$ cat config.mk
export PLATFORM = sky130hd
export DESIGN_NAME = apb_master_flat
export DESIGN_NICKNAME = d
export VERILOG_FILES = /design/src/rtl/apb_pkg.sv /design/src/rtl/apb_master_if.sv /design/src/rtl/apb_timeout.sv /design/src/rtl/apb_master.sv /design/src/flat_wrapper.sv
export SDC_FILE = /design/constraint.sdc
export NUM_CORES = 1
export LEC_CHECK = 0
export ABC_AREA = 1
export CAP_MARGIN = 40
export CORE_MARGIN = 2
export CORE_UTILIZATION = 43
export CTS_CLUSTER_DIAMETER = 150
export CTS_CLUSTER_SIZE = 40
export DETAILED_ROUTE_END_ITERATION = 12
export GPL_TIMING_DRIVEN = 0
export MAX_ROUTING_LAYER = met4
export PLACE_DENSITY_LB_ADDON = 0.08
export SYNTH_ARGS = -nofsm -noshare
export SYNTH_HDL_FRONTEND = slang
export SYNTH_SLANG_ARGS = --single-unit
$ cat constraint.sdc
create_clock -name clk -period 2.3 [get_ports clk]
set_input_delay 0.345 -clock clk [delete_from_list [all_inputs] [get_ports clk]]
set_output_delay 0.345 -clock clk [all_outputs]
set_load 0.05 [all_outputs]
$ cat src/rtl/apb_pkg.sv
// Shared types and default widths for the APB master and its bus interface.
package apb_pkg;

   localparam int unsigned APB_ADDR_WIDTH     = 32;
   localparam int unsigned APB_DATA_WIDTH     = 32;
   localparam int unsigned APB_TIMEOUT_CYCLES = 16;

   typedef enum logic [1:0] {
      IDLE   = 2'd0,
      SETUP  = 2'd1,
      ACCESS = 2'd2
   } apb_state_e;

endpackage

$ cat src/rtl/apb_master_if.sv
// Command/response handshake plus APB bus signals of the APB master, with
// the master (design) and slave (environment) views.
interface apb_master_if
   import apb_pkg::*;
#(
   parameter int unsigned ADDR_WIDTH = APB_ADDR_WIDTH,
   parameter int unsigned DATA_WIDTH = APB_DATA_WIDTH
);
   localparam int unsigned STRB_WIDTH = DATA_WIDTH / 8;

   logic                  req_valid;
   logic                  req_ready;
   logic                  req_write;
   logic [ADDR_WIDTH-1:0] req_addr;
   logic [DATA_WIDTH-1:0] req_wdata;
   logic [STRB_WIDTH-1:0] req_strobe;
   logic                  rsp_valid;
   logic                  rsp_ready;
   logic [DATA_WIDTH-1:0] rsp_rdata;
   logic                  rsp_err;
   logic                  sel;
   logic                  enable;
   logic                  write;
   logic [ADDR_WIDTH-1:0] addr;
   logic [DATA_WIDTH-1:0] wdata;
   logic [STRB_WIDTH-1:0] strobe;
   logic                  ready;
   logic [DATA_WIDTH-1:0] rdata;
   logic                  slverr;

   modport master (
      input  req_valid, req_write, req_addr, req_wdata, req_strobe, rsp_ready,
             ready, rdata, slverr,
      output req_ready, rsp_valid, rsp_rdata, rsp_err, sel, enable, write,
             addr, wdata, strobe
   );

   modport slave (
      output req_valid, req_write, req_addr, req_wdata, req_strobe, rsp_ready,
             ready, rdata, slverr,
      input  req_ready, rsp_valid, rsp_rdata, rsp_err, sel, enable, write,
             addr, wdata, strobe
   );

endinterface

$ cat src/rtl/apb_timeout.sv
// Counts consecutive ACCESS wait cycles; flags the cycle that reaches the limit.
module apb_timeout
   import apb_pkg::*;
#(
   parameter int unsigned TIMEOUT_CYCLES = APB_TIMEOUT_CYCLES
) (
   input  logic clk,
   input  logic rst_n,
   input  logic clr_i,
   input  logic cnt_en_i,
   output logic timeout_c_o
);
   localparam int unsigned CNT_WIDTH = $clog2(TIMEOUT_CYCLES + 1);

   logic [CNT_WIDTH-1:0] cnt_q, cnt_d;

   // The current wait cycle is the last allowed one when the count already holds limit-1.
   assign timeout_c_o = cnt_en_i && (cnt_q == CNT_WIDTH'(TIMEOUT_CYCLES - 1));

   always_comb begin
      cnt_d = cnt_q;
      if (clr_i) begin
         cnt_d = '0;
      end else if (cnt_en_i && !timeout_c_o) begin
         cnt_d = cnt_q + CNT_WIDTH'(1);
      end
   end

   always_ff @(posedge clk) begin
      if (!rst_n) begin
         cnt_q <= '0;
      end else begin
         cnt_q <= cnt_d;
      end
   end

endmodule

$ cat src/rtl/apb_master.sv
// Single-outstanding APB master: command handshake in, APB transfer, registered response out.
// Optional ACCESS wait-state timeout is built when APB_TIMEOUT_EN is defined.
module apb_master
   import apb_pkg::*;
#(
   parameter int unsigned ADDR_WIDTH     = APB_ADDR_WIDTH,
   parameter int unsigned DATA_WIDTH     = APB_DATA_WIDTH,
   parameter int unsigned TIMEOUT_CYCLES = APB_TIMEOUT_CYCLES
) (
   input logic          clk,
   input logic          rst_n,
   apb_master_if.master bus
);
   localparam int unsigned STRB_WIDTH = DATA_WIDTH / 8;

   apb_state_e            state_q, state_d;
   logic                  sel_q, sel_d;
   logic                  enable_q, enable_d;
   logic                  write_q, write_d;
   logic [ADDR_WIDTH-1:0] addr_q, addr_d;
   logic [DATA_WIDTH-1:0] wdata_q, wdata_d;
   logic [STRB_WIDTH-1:0] strobe_q, strobe_d;
   logic                  rsp_valid_q, rsp_valid_d;
   logic [DATA_WIDTH-1:0] rsp_rdata_q, rsp_rdata_d;
   logic                  rsp_err_q, rsp_err_d;

   logic rsp_free_c;
   logic req_ready_c;
   logic accept_c;
   logic done_c;
   logic timeout_c;

   if (TIMEOUT_CYCLES == 0) begin : g_bad_timeout
      $error("apb_master: TIMEOUT_CYCLES must be nonzero");
   end

   // A new command may only be taken when its eventual response has somewhere to go.
   assign rsp_free_c  = !rsp_valid_q || bus.rsp_ready;
   assign req_ready_c = rsp_free_c &&
                        ((state_q == IDLE) || ((state_q == ACCESS) && bus.ready));
   assign accept_c    = bus.req_valid && req_ready_c;
   assign done_c      = (state_q == ACCESS) && bus.ready;

`ifdef APB_TIMEOUT_EN
   apb_timeout #(
      .TIMEOUT_CYCLES (TIMEOUT_CYCLES)
   ) u_timeout (
      .clk         (clk),
      .rst_n       (rst_n),
      .clr_i       (state_q == SETUP),
      .cnt_en_i    ((state_q == ACCESS) && !bus.ready),
      .timeout_c_o (timeout_c)
   );
`else
   assign timeout_c = 1'b0;
`endif

   always_ff @(posedge clk) begin
      if (!rst_n) begin
         state_q <= IDLE;
      end else begin
         state_q <= state_d;
      end
   end

   always_comb begin
      state_d = state_q;
      case (state_q)
         IDLE: begin
            if (accept_c) state_d = SETUP;
         end
         SETUP: begin
            state_d = ACCESS;
         end
         ACCESS: begin
            if (done_c) begin
               state_d = accept_c ? SETUP : IDLE;
            end else if (timeout_c) begin
               state_d = IDLE;
            end
         end
         default: begin
            state_d = IDLE;
         end
      endcase
   end

   // Next values of the registered bus and response outputs.
   always_comb begin
      sel_d       = 1'b0;
      enable_d    = 1'b0;
      write_d     = write_q;
      addr_d      = addr_q;
      wdata_d     = wdata_q;
      strobe_d    = strobe_q;
      rsp_valid_d = rsp_valid_q && !bus.rsp_ready;
      rsp_rdata_d = rsp_rdata_q;
      rsp_err_d   = rsp_err_q;

      case (state_d)
         SETUP: begin
            sel_d = 1'b1;
         end
         ACCESS: begin
            sel_d    = 1'b1;
            enable_d = 1'b1;
         end
         default: begin
            sel_d = 1'b0;
         end
      endcase

      if (accept_c) begin
         write_d  = bus.req_write;
         addr_d   = bus.req_addr;
         wdata_d  = bus.req_wdata;
         strobe_d = bus.req_write ? bus.req_strobe : '0;
      end

      if (done_c || timeout_c) begin
         rsp_valid_d = 1'b1;
         rsp_err_d   = done_c ? bus.slverr : 1'b1;
         rsp_rdata_d = (done_c && !write_q && !bus.slverr) ? bus.rdata : '0;
      end
   end

   always_ff @(posedge clk) begin
      if (!rst_n) begin
         sel_q       <= 1'b0;
         enable_q    <= 1'b0;
         write_q     <= 1'b0;
         addr_q      <= '0;
         wdata_q     <= '0;
         strobe_q    <= '0;
         rsp_valid_q <= 1'b0;
         rsp_rdata_q <= '0;
         rsp_err_q   <= 1'b0;
      end else begin
         sel_q       <= sel_d;
         enable_q    <= enable_d;
         write_q     <= write_d;
         addr_q      <= addr_d;
         wdata_q     <= wdata_d;
         strobe_q    <= strobe_d;
         rsp_valid_q <= rsp_valid_d;
         rsp_rdata_q <= rsp_rdata_d;
         rsp_err_q   <= rsp_err_d;
      end
   end

   assign bus.req_ready = req_ready_c;
   assign bus.sel       = sel_q;
   assign bus.enable    = enable_q;
   assign bus.write     = write_q;
   assign bus.addr      = addr_q;
   assign bus.wdata     = wdata_q;
   assign bus.strobe    = strobe_q;
   assign bus.rsp_valid = rsp_valid_q;
   assign bus.rsp_rdata = rsp_rdata_q;
   assign bus.rsp_err   = rsp_err_q;

endmodule

$ cat src/flat_wrapper.sv
// flat-port wrapper written by rule: the top's interface ports become plain ports
module apb_master_flat import apb_pkg::*;
#(
   parameter int unsigned ADDR_WIDTH     = APB_ADDR_WIDTH,
   parameter int unsigned DATA_WIDTH     = APB_DATA_WIDTH,
   parameter int unsigned TIMEOUT_CYCLES = APB_TIMEOUT_CYCLES
)
  (clk, rst_n, bus_req_valid, bus_req_write, bus_req_addr, bus_req_wdata, bus_req_strobe, bus_rsp_ready, bus_ready, bus_rdata, bus_slverr, bus_req_ready, bus_rsp_valid, bus_rsp_rdata, bus_rsp_err, bus_sel, bus_enable, bus_write, bus_addr, bus_wdata, bus_strobe);
  apb_master_if #(.ADDR_WIDTH(ADDR_WIDTH), .DATA_WIDTH(DATA_WIDTH)) bus_i ();
  input logic clk;
  input logic rst_n;
  input wire logic [$bits(bus_i.req_valid)-1:0] bus_req_valid;
  input wire logic [$bits(bus_i.req_write)-1:0] bus_req_write;
  input wire logic [$bits(bus_i.req_addr)-1:0] bus_req_addr;
  input wire logic [$bits(bus_i.req_wdata)-1:0] bus_req_wdata;
  input wire logic [$bits(bus_i.req_strobe)-1:0] bus_req_strobe;
  input wire logic [$bits(bus_i.rsp_ready)-1:0] bus_rsp_ready;
  input wire logic [$bits(bus_i.ready)-1:0] bus_ready;
  input wire logic [$bits(bus_i.rdata)-1:0] bus_rdata;
  input wire logic [$bits(bus_i.slverr)-1:0] bus_slverr;
  output wire logic [$bits(bus_i.req_ready)-1:0] bus_req_ready;
  output wire logic [$bits(bus_i.rsp_valid)-1:0] bus_rsp_valid;
  output wire logic [$bits(bus_i.rsp_rdata)-1:0] bus_rsp_rdata;
  output wire logic [$bits(bus_i.rsp_err)-1:0] bus_rsp_err;
  output wire logic [$bits(bus_i.sel)-1:0] bus_sel;
  output wire logic [$bits(bus_i.enable)-1:0] bus_enable;
  output wire logic [$bits(bus_i.write)-1:0] bus_write;
  output wire logic [$bits(bus_i.addr)-1:0] bus_addr;
  output wire logic [$bits(bus_i.wdata)-1:0] bus_wdata;
  output wire logic [$bits(bus_i.strobe)-1:0] bus_strobe;
  assign bus_i.req_valid = bus_req_valid;
  assign bus_i.req_write = bus_req_write;
  assign bus_i.req_addr = bus_req_addr;
  assign bus_i.req_wdata = bus_req_wdata;
  assign bus_i.req_strobe = bus_req_strobe;
  assign bus_i.rsp_ready = bus_rsp_ready;
  assign bus_i.ready = bus_ready;
  assign bus_i.rdata = bus_rdata;
  assign bus_i.slverr = bus_slverr;
  assign bus_req_ready = bus_i.req_ready;
  assign bus_rsp_valid = bus_i.rsp_valid;
  assign bus_rsp_rdata = bus_i.rsp_rdata;
  assign bus_rsp_err = bus_i.rsp_err;
  assign bus_sel = bus_i.sel;
  assign bus_enable = bus_i.enable;
  assign bus_write = bus_i.write;
  assign bus_addr = bus_i.addr;
  assign bus_wdata = bus_i.wdata;
  assign bus_strobe = bus_i.strobe;
  apb_master #(.ADDR_WIDTH(ADDR_WIDTH), .DATA_WIDTH(DATA_WIDTH), .TIMEOUT_CYCLES(TIMEOUT_CYCLES)) u_core (.clk(clk), .rst_n(rst_n), .bus(bus_i));
endmodule
==> results.sh, run 1 <==
export IMPL_coreArea_um2=9639
export IMPL_required_ps=1960
export IMPL_timing_fmax_mhz=469.8
export IMPL_drcViolationCount=0
export IMPL_max_slew_margin_pct=62.42
export IMPL_slowest_stage="dlygate4sd2_1"
export IMPL_drive_gt1_share_pct=4.562
export IMPL_num_rows=36
export IMPL_crit_fanout=8
export IMPL_die_width_um=103.1
export IMPL_ctsResizeCount=1
export IMPL_p_int_w=0.003023
export IMPL_clk_latency_ps=370
export IMPL_die_area_um2=10630
export IMPL_power_per_cell_area_nw_per_um2=656.2
export IMPL_ys_warn_count=0
export IMPL_cts_hold_buf=0
export IMPL_numCtsBuffers=9
export IMPL_hold_violations=0
export IMPL_p_leak_nw=2.918
export IMPL_portBuffers=212
export IMPL_grt_usage_pct=23.33
export IMPL_num_antenna_cells=0
export IMPL_area_delta_synth_final_pct=59.19
export IMPL_slew_viol_final=0
export IMPL_crit_chain="clkdlybuf4s50_1 -> inv_1 -> nand2_1 -> and2_1 -> dlygate4sd2_1"
export IMPL_synth_net_count=713
export IMPL_critPathCaptureType="primary output"
export IMPL_ys_top_cells_by_area="dfxtp_1, nand2_1, nor2_1"
export IMPL_synth_top_area_cell="dfxtp_1"
export IMPL_routed_wl_um=12140
export IMPL_grt_max_degree=17
export IMPL_drtIter0Drc=83
export IMPL_ys_types=22
export IMPL_pwr_share_clk_pct=27.4
export IMPL_placedInstanceArea_um2=6514
export IMPL_period_share_pct=92.56
export IMPL_holdWs_ps=464.4
export IMPL_ioPinCount=213
export IMPL_postSynthAreaPerCell_um2=6.984
export IMPL_crit_type="in2out"
export IMPL_antenna_found_initial=0
export IMPL_die_h_um=103.1
export IMPL_rsz0062_at_grt="false"
export IMPL_final_min_clock_period_ps=2129
export IMPL_p_switching_w=0.001391
export IMPL_cp_arrival_ps=1780
export IMPL_utilization_pct=69.78
export IMPL_ant_nets=0
export IMPL_grt_pass1_wl_um=18710
export IMPL_root_buffer="clkbuf_8"
export IMPL_setup_viol=0
export IMPL_power_w=0.004414
export IMPL_final_area_um2=6726
export IMPL_synth_top_area_share_pct=50.70
export IMPL_post_cts_setup_buffers=0
export IMPL_cts_sinks=107
export IMPL_p_comb_share_pct=26.9
export IMPL_outcome="complete, no violations"
export IMPL_ys_ff_latch=107
export IMPL_wl_per_cell_um=12.57
export IMPL_yosysSeqAreaShare_pct=50.70
export IMPL_worstMarginPinSlew_ps=561.9
export IMPL_clk_pin_slew_ps=100
export IMPL_cts_tree="yes"
export IMPL_cts_buffer_depth=2
export IMPL_finalClockSkew_ps=10.86
export IMPL_start_kind="input port"
export IMPL_grt_pass1_vias=4080
export IMPL_finalNetCount=936
export IMPL_switching_share_pct=31.52
export IMPL_vias=4343
export IMPL_gpl_final_weighted_congestion=0.7765
export IMPL_netlist_instances=605
export IMPL_cpPeakStageDelay_ps=540
export IMPL_place_hpwl_um=9315
export IMPL_syn_area_um2=4225
export IMPL_ir_drop_mv=0.3835
export IMPL_gr_total_overflow=0
export IMPL_initial_core_util_pct=43.83
export IMPL_hold_class="reg2reg"
export IMPL_via_per_inst=4.496
export IMPL_htree_levels=3
export IMPL_p_seq_share_pct=45.8
export IMPL_dr_pass1_iters=4
export IMPL_maxCapViolCount=0
flip-flops by register name, indices dropped and copies added, names as in the netlist:
register and flops:
u_core.state_q 2, u_core.bus.rsp_rdata 32, u_core.bus.sel 1, u_core.bus.addr 32, u_core.bus.rsp_err 1, u_core.bus.wdata 32
u_core.bus.write 1, u_core.bus.enable 1, u_core.bus.strobe 4, u_core.bus.rsp_valid 1
kinds of logic (layout without fill, tap and decap cells):
group	after synthesis	count (layout)	share of synthesized area, %
and+or+nand+nor	348	348	32.96
adders and majority gates	1	1	0.2961
DFF	107	107	50.70
buffers and inverters	110	338	11.37
AOI/OAI and AO/OA	39	39	4.679
cell usage after synthesis, drive strengths merged:
library cell,number
dfxtp,107
clkbuf,13
clkinv,1
ha,1
inv,75
nand3,34
nor3,1
buf,21
nand4,5
a21oi,38
nor2,132
nand2,175
a211oi,1
and2,1
per-layer routing:
layer / global-route usage, % / vias to the layer above / wire [um]
met5: - / - / 0
met4: 8.502 / 0 / 242
met3: 5.763 / 20 / 858
met2: 40.01 / 141 / 6026
met1: 26.35 / 1929 / 5011
li1: - / 2253 / -
placed cells by master, fill, tap and decap left out, drive strengths merged, types with 2 or more instances in the layout:
cell type,netlist,final
nand3,34,34
nand2,175,175
a21oi,38,38
nand4,5,5
clkbuf,13,26
clkinvlp,0,2
buf,21,21
clkdlybuf4s50,0,211
dfxtp,107,107
inv,75,75
nor2,132,132
power by group through the flow:
stage | combinational, W | sequential [W] | clock, W
6_report | 0.00119 | 0.00202 | 0.00121
5_1_grt | 0.00128 | 0.00203 | 0.00129
4_1_cts | 0.00119 | 0.00202 | 0.00125
3_5_place_dp | 0.00119 | 0.00206 | 0
3_3_place_gp | 0.00117 | 0.00206 | 0
2_1_floorplan | 0.000316 | 0.00245 | 0
stage by stage:
stage	instances	worst slack [ps]	TNS [ps]
final	966	171.2	0
after global routing	966	78.22	0
after CTS	966	163.7	0
after detailed placement	950	-105.3	-105.3
after global placement	950	-93.19	-93.19
after floorplan	605	654.5	0
final timing paths:
check / start / end / slack (ps) / cells past startpoint
max: bus_rsp_ready / bus_req_ready / 170 / 5
min: u_core.bus.strobe[2]$_SDFFE_PN0P_ / u_core.bus.strobe[2]$_SDFFE_PN0P_ / 460 / 2
max reg2reg: u_core.state_q[0]$_SDFF_PN0_ / u_core.bus.sel$_SDFF_PN0_ / 810 / 7
min reg2reg: u_core.bus.strobe[2]$_SDFFE_PN0P_ / u_core.bus.strobe[2]$_SDFFE_PN0P_ / 460 / 2
worst max-delay path: cells and delay by family:
family	cells	cell delay (ps)
buffers and inverters	3	1040
AND/OR/NAND/NOR	2	400
area by class of cell:
type	instances	area, um^2
buffer	34	195.2
clock buffer	13	168.9
clock inverter	3	45.04
fill	859	2913
inverter	76	285.3
multi-input combinational	388	1603
sequential	107	2142
tap	133	166.4
timing repair buffer	212	2121
Power figures use the tool's default switching activity.
==> run 2, diff against run 1 <==
--- a/config.mk
+++ b/config.mk
@@ -8,7 +8,7 @@
 export ABC_AREA = 1
 export CAP_MARGIN = 40
 export CORE_MARGIN = 2
-export CORE_UTILIZATION = 43
+export CORE_UTILIZATION = 40
 export CTS_CLUSTER_DIAMETER = 150
 export CTS_CLUSTER_SIZE = 40
 export DETAILED_ROUTE_END_ITERATION = 12
==> results.sh, run 2 (synthesis results as in run 1) <==
export IMPL_ir_drop_mv=0.3316
export IMPL_cts_hold_buf=0
export IMPL_final_common_cell="clkdlybuf4s50_1"
export IMPL_final_min_clock_period_ps=2149
export IMPL_rsz0062_at_grt="false"
export IMPL_power_w=0.004343
export IMPL_cts_buffer_depth=2
export IMPL_grt_max_degree=17
export IMPL_crit_chain="clkdlybuf4s50_1 -> inv_1 -> nand2_1 -> and2_1 -> dlygate4sd2_1"
export IMPL_period_share_pct=93.44
export IMPL_crit_type="in2out"
export IMPL_cts_tree="yes"
export IMPL_hold_violations=0
export IMPL_slowest_stage="dlygate4sd2_1"
export IMPL_portBuffers=212
export IMPL_start_kind="input port"
export IMPL_initial_core_util_pct=41.11
export IMPL_gpl_final_weighted_congestion=0.7449
export IMPL_drtIter0Drc=183
export IMPL_cts_sinks=107
export IMPL_top_usage_layer="met2"
export IMPL_gr_total_overflow=0
export IMPL_timing_rr_start="u_core.state_q[0]$_SDFF_PN0_"
export IMPL_layout_setup_ws_ps=151.0
export IMPL_grt_pass1_vias=4154
export IMPL_setup_viol=0
export IMPL_numCtsBuffers=9
export IMPL_die_area_um2=11400
export IMPL_crit_family="buffers and inverters"
export IMPL_grt_pass1_wl_um=18890
export IMPL_die_width_um=106.8
export IMPL_place_hpwl_um=9136
export IMPL_drive_gt1_share_pct=4.682
export IMPL_num_rows=37
export IMPL_crit_buf_inv=3
export IMPL_met1_usage_pct=25.20
export IMPL_critPathCaptureType="primary output"
export IMPL_coreArea_um2=10280
export IMPL_rr_worst_depth=7
export IMPL_htree_levels=3
export IMPL_hp_start="u_core.bus.rsp_err$_SDFFE_PN0N_"
export IMPL_max_slew_margin_pct=62.87
export IMPL_slew_viol_final=0
export IMPL_wl_per_cell_um=12.35
export IMPL_grt_util_met2_pct=34.90
export IMPL_crit_fanout=8
export IMPL_cp_arrival_ps=1800
export IMPL_vias=4312
export IMPL_ant_nets=0
export IMPL_ioPinCount=213
export IMPL_layout_common_cells="clkdlybuf4s50_1, nand2_1, nor2_1"
export IMPL_clk_pin_slew_ps=100
export IMPL_required_ps=1960
export IMPL_cpPeakStageDelay_ps=570
export IMPL_utilization_pct=65.28
export IMPL_area_delta_synth_final_pct=58.78
export IMPL_crit_start="bus_rsp_ready"
export IMPL_finalClockSkew_ps=6.449
export IMPL_maxCapViolCount=0
export IMPL_outcome="complete, no violations"
export IMPL_num_antenna_cells=0
export IMPL_gr_usage_met3_pct=4.012
export IMPL_p_leak_nw=2.921
export IMPL_holdPathEnd="u_core.bus.rsp_err$_SDFFE_PN0N_"
export IMPL_holdWs_ps=464.7
export IMPL_antenna_found_initial=0
export IMPL_regToRegEndpoint="u_core.bus.sel$_SDFF_PN0_"
export IMPL_power_per_cell_area_nw_per_um2=647.4
export IMPL_r2r_slack_ps=840
export IMPL_dr_pass1_iters=4
export IMPL_timing_fmax_mhz=465.3
export IMPL_hold_class="reg2reg"
export IMPL_via_per_inst=4.450
export IMPL_hold_path_depth=2
export IMPL_drcViolationCount=0
export IMPL_die_h_um=106.8
export IMPL_routed_wl_um=11960
export IMPL_dp_slack_ps=-115.3
export IMPL_finalNetCount=936
export IMPL_grt_usage_pct=21.21
export IMPL_worstMarginPinSlew_ps=555.1
export IMPL_clk_latency_ps=360
export IMPL_root_buffer="clkbuf_8"
-- run 2: cell count changes in the layout (fill, tap and decap cells not counted) --
cell | before | now
clkbuf_8 | 12 | 10
clkinv_2 | 0 | 5
clkinvlp_4 | 2 | 0
clkbuf_1 | 14 | 13
-- run 2: worst register-to-register path: stages (launching register included) --
cell,delay (ps)
dfxtp_1,330
inv_2,60
nand2_1,60
nand2_2,160
nand3_4,160
buf_2,230
ha_1,300
nor2_1,90
-- run 2: how the worst max path moves through the flow --
stage	depth (start not counted)	endpoint	slack, ps
2_1_floorplan	5	u_core.bus.sel$_SDFF_PN0_	650
3_3_place_gp	5	bus_req_ready	-90
3_5_place_dp	5	bus_req_ready	-120
4_1_cts	5	bus_req_ready	150
5_1_grt	5	bus_req_ready	80
6_report	5	bus_req_ready	150
-- run 2: area by class of cell --
cell class,instances,area [um^2]
clock inverters,6,55.05
well taps,136,170.2
flip-flops and latches,107,2142
inverters,76,285.3
clock buffers,10,137.6
multi-input cells,388,1603
fillers,929,3568
repair buffers,212,2121
plain buffers,34,195.2
-- run 2: repair_timing --
item                       in CTS  in global routing
gates resized for setup         1                  0
buffers inserted                0                  0
setup endpoints to repair       1                  0
-- run 2: routing by layer --
layer / wire (um) / vias to the layer above
met3: 719 / 26
met4: 381 / 0
met2: 5570 / 163
li1: - / 2246
met5: 0 / -
met1: 5291 / 1877
-- run 2: power by group --
group | total [W] | internal [W] | switching, W
sequential | 0.00202 | 0.00196 | 0.0000547
combinational | 0.00118 | 0.000464 | 0.000717
clock | 0.00114 | 0.000525 | 0.000617
-- run 2: through the flow --
stage / TNS, ps / area (um^2) / cells
after floorplan: 0 / 4225 / 605
after global routing: 0 / 6709 / 969
after global placement: -90.69 / 6518 / 953
final: 0 / 6709 / 969
after detailed placement: -115.3 / 6518 / 953
after CTS: 0 / 6709 / 969
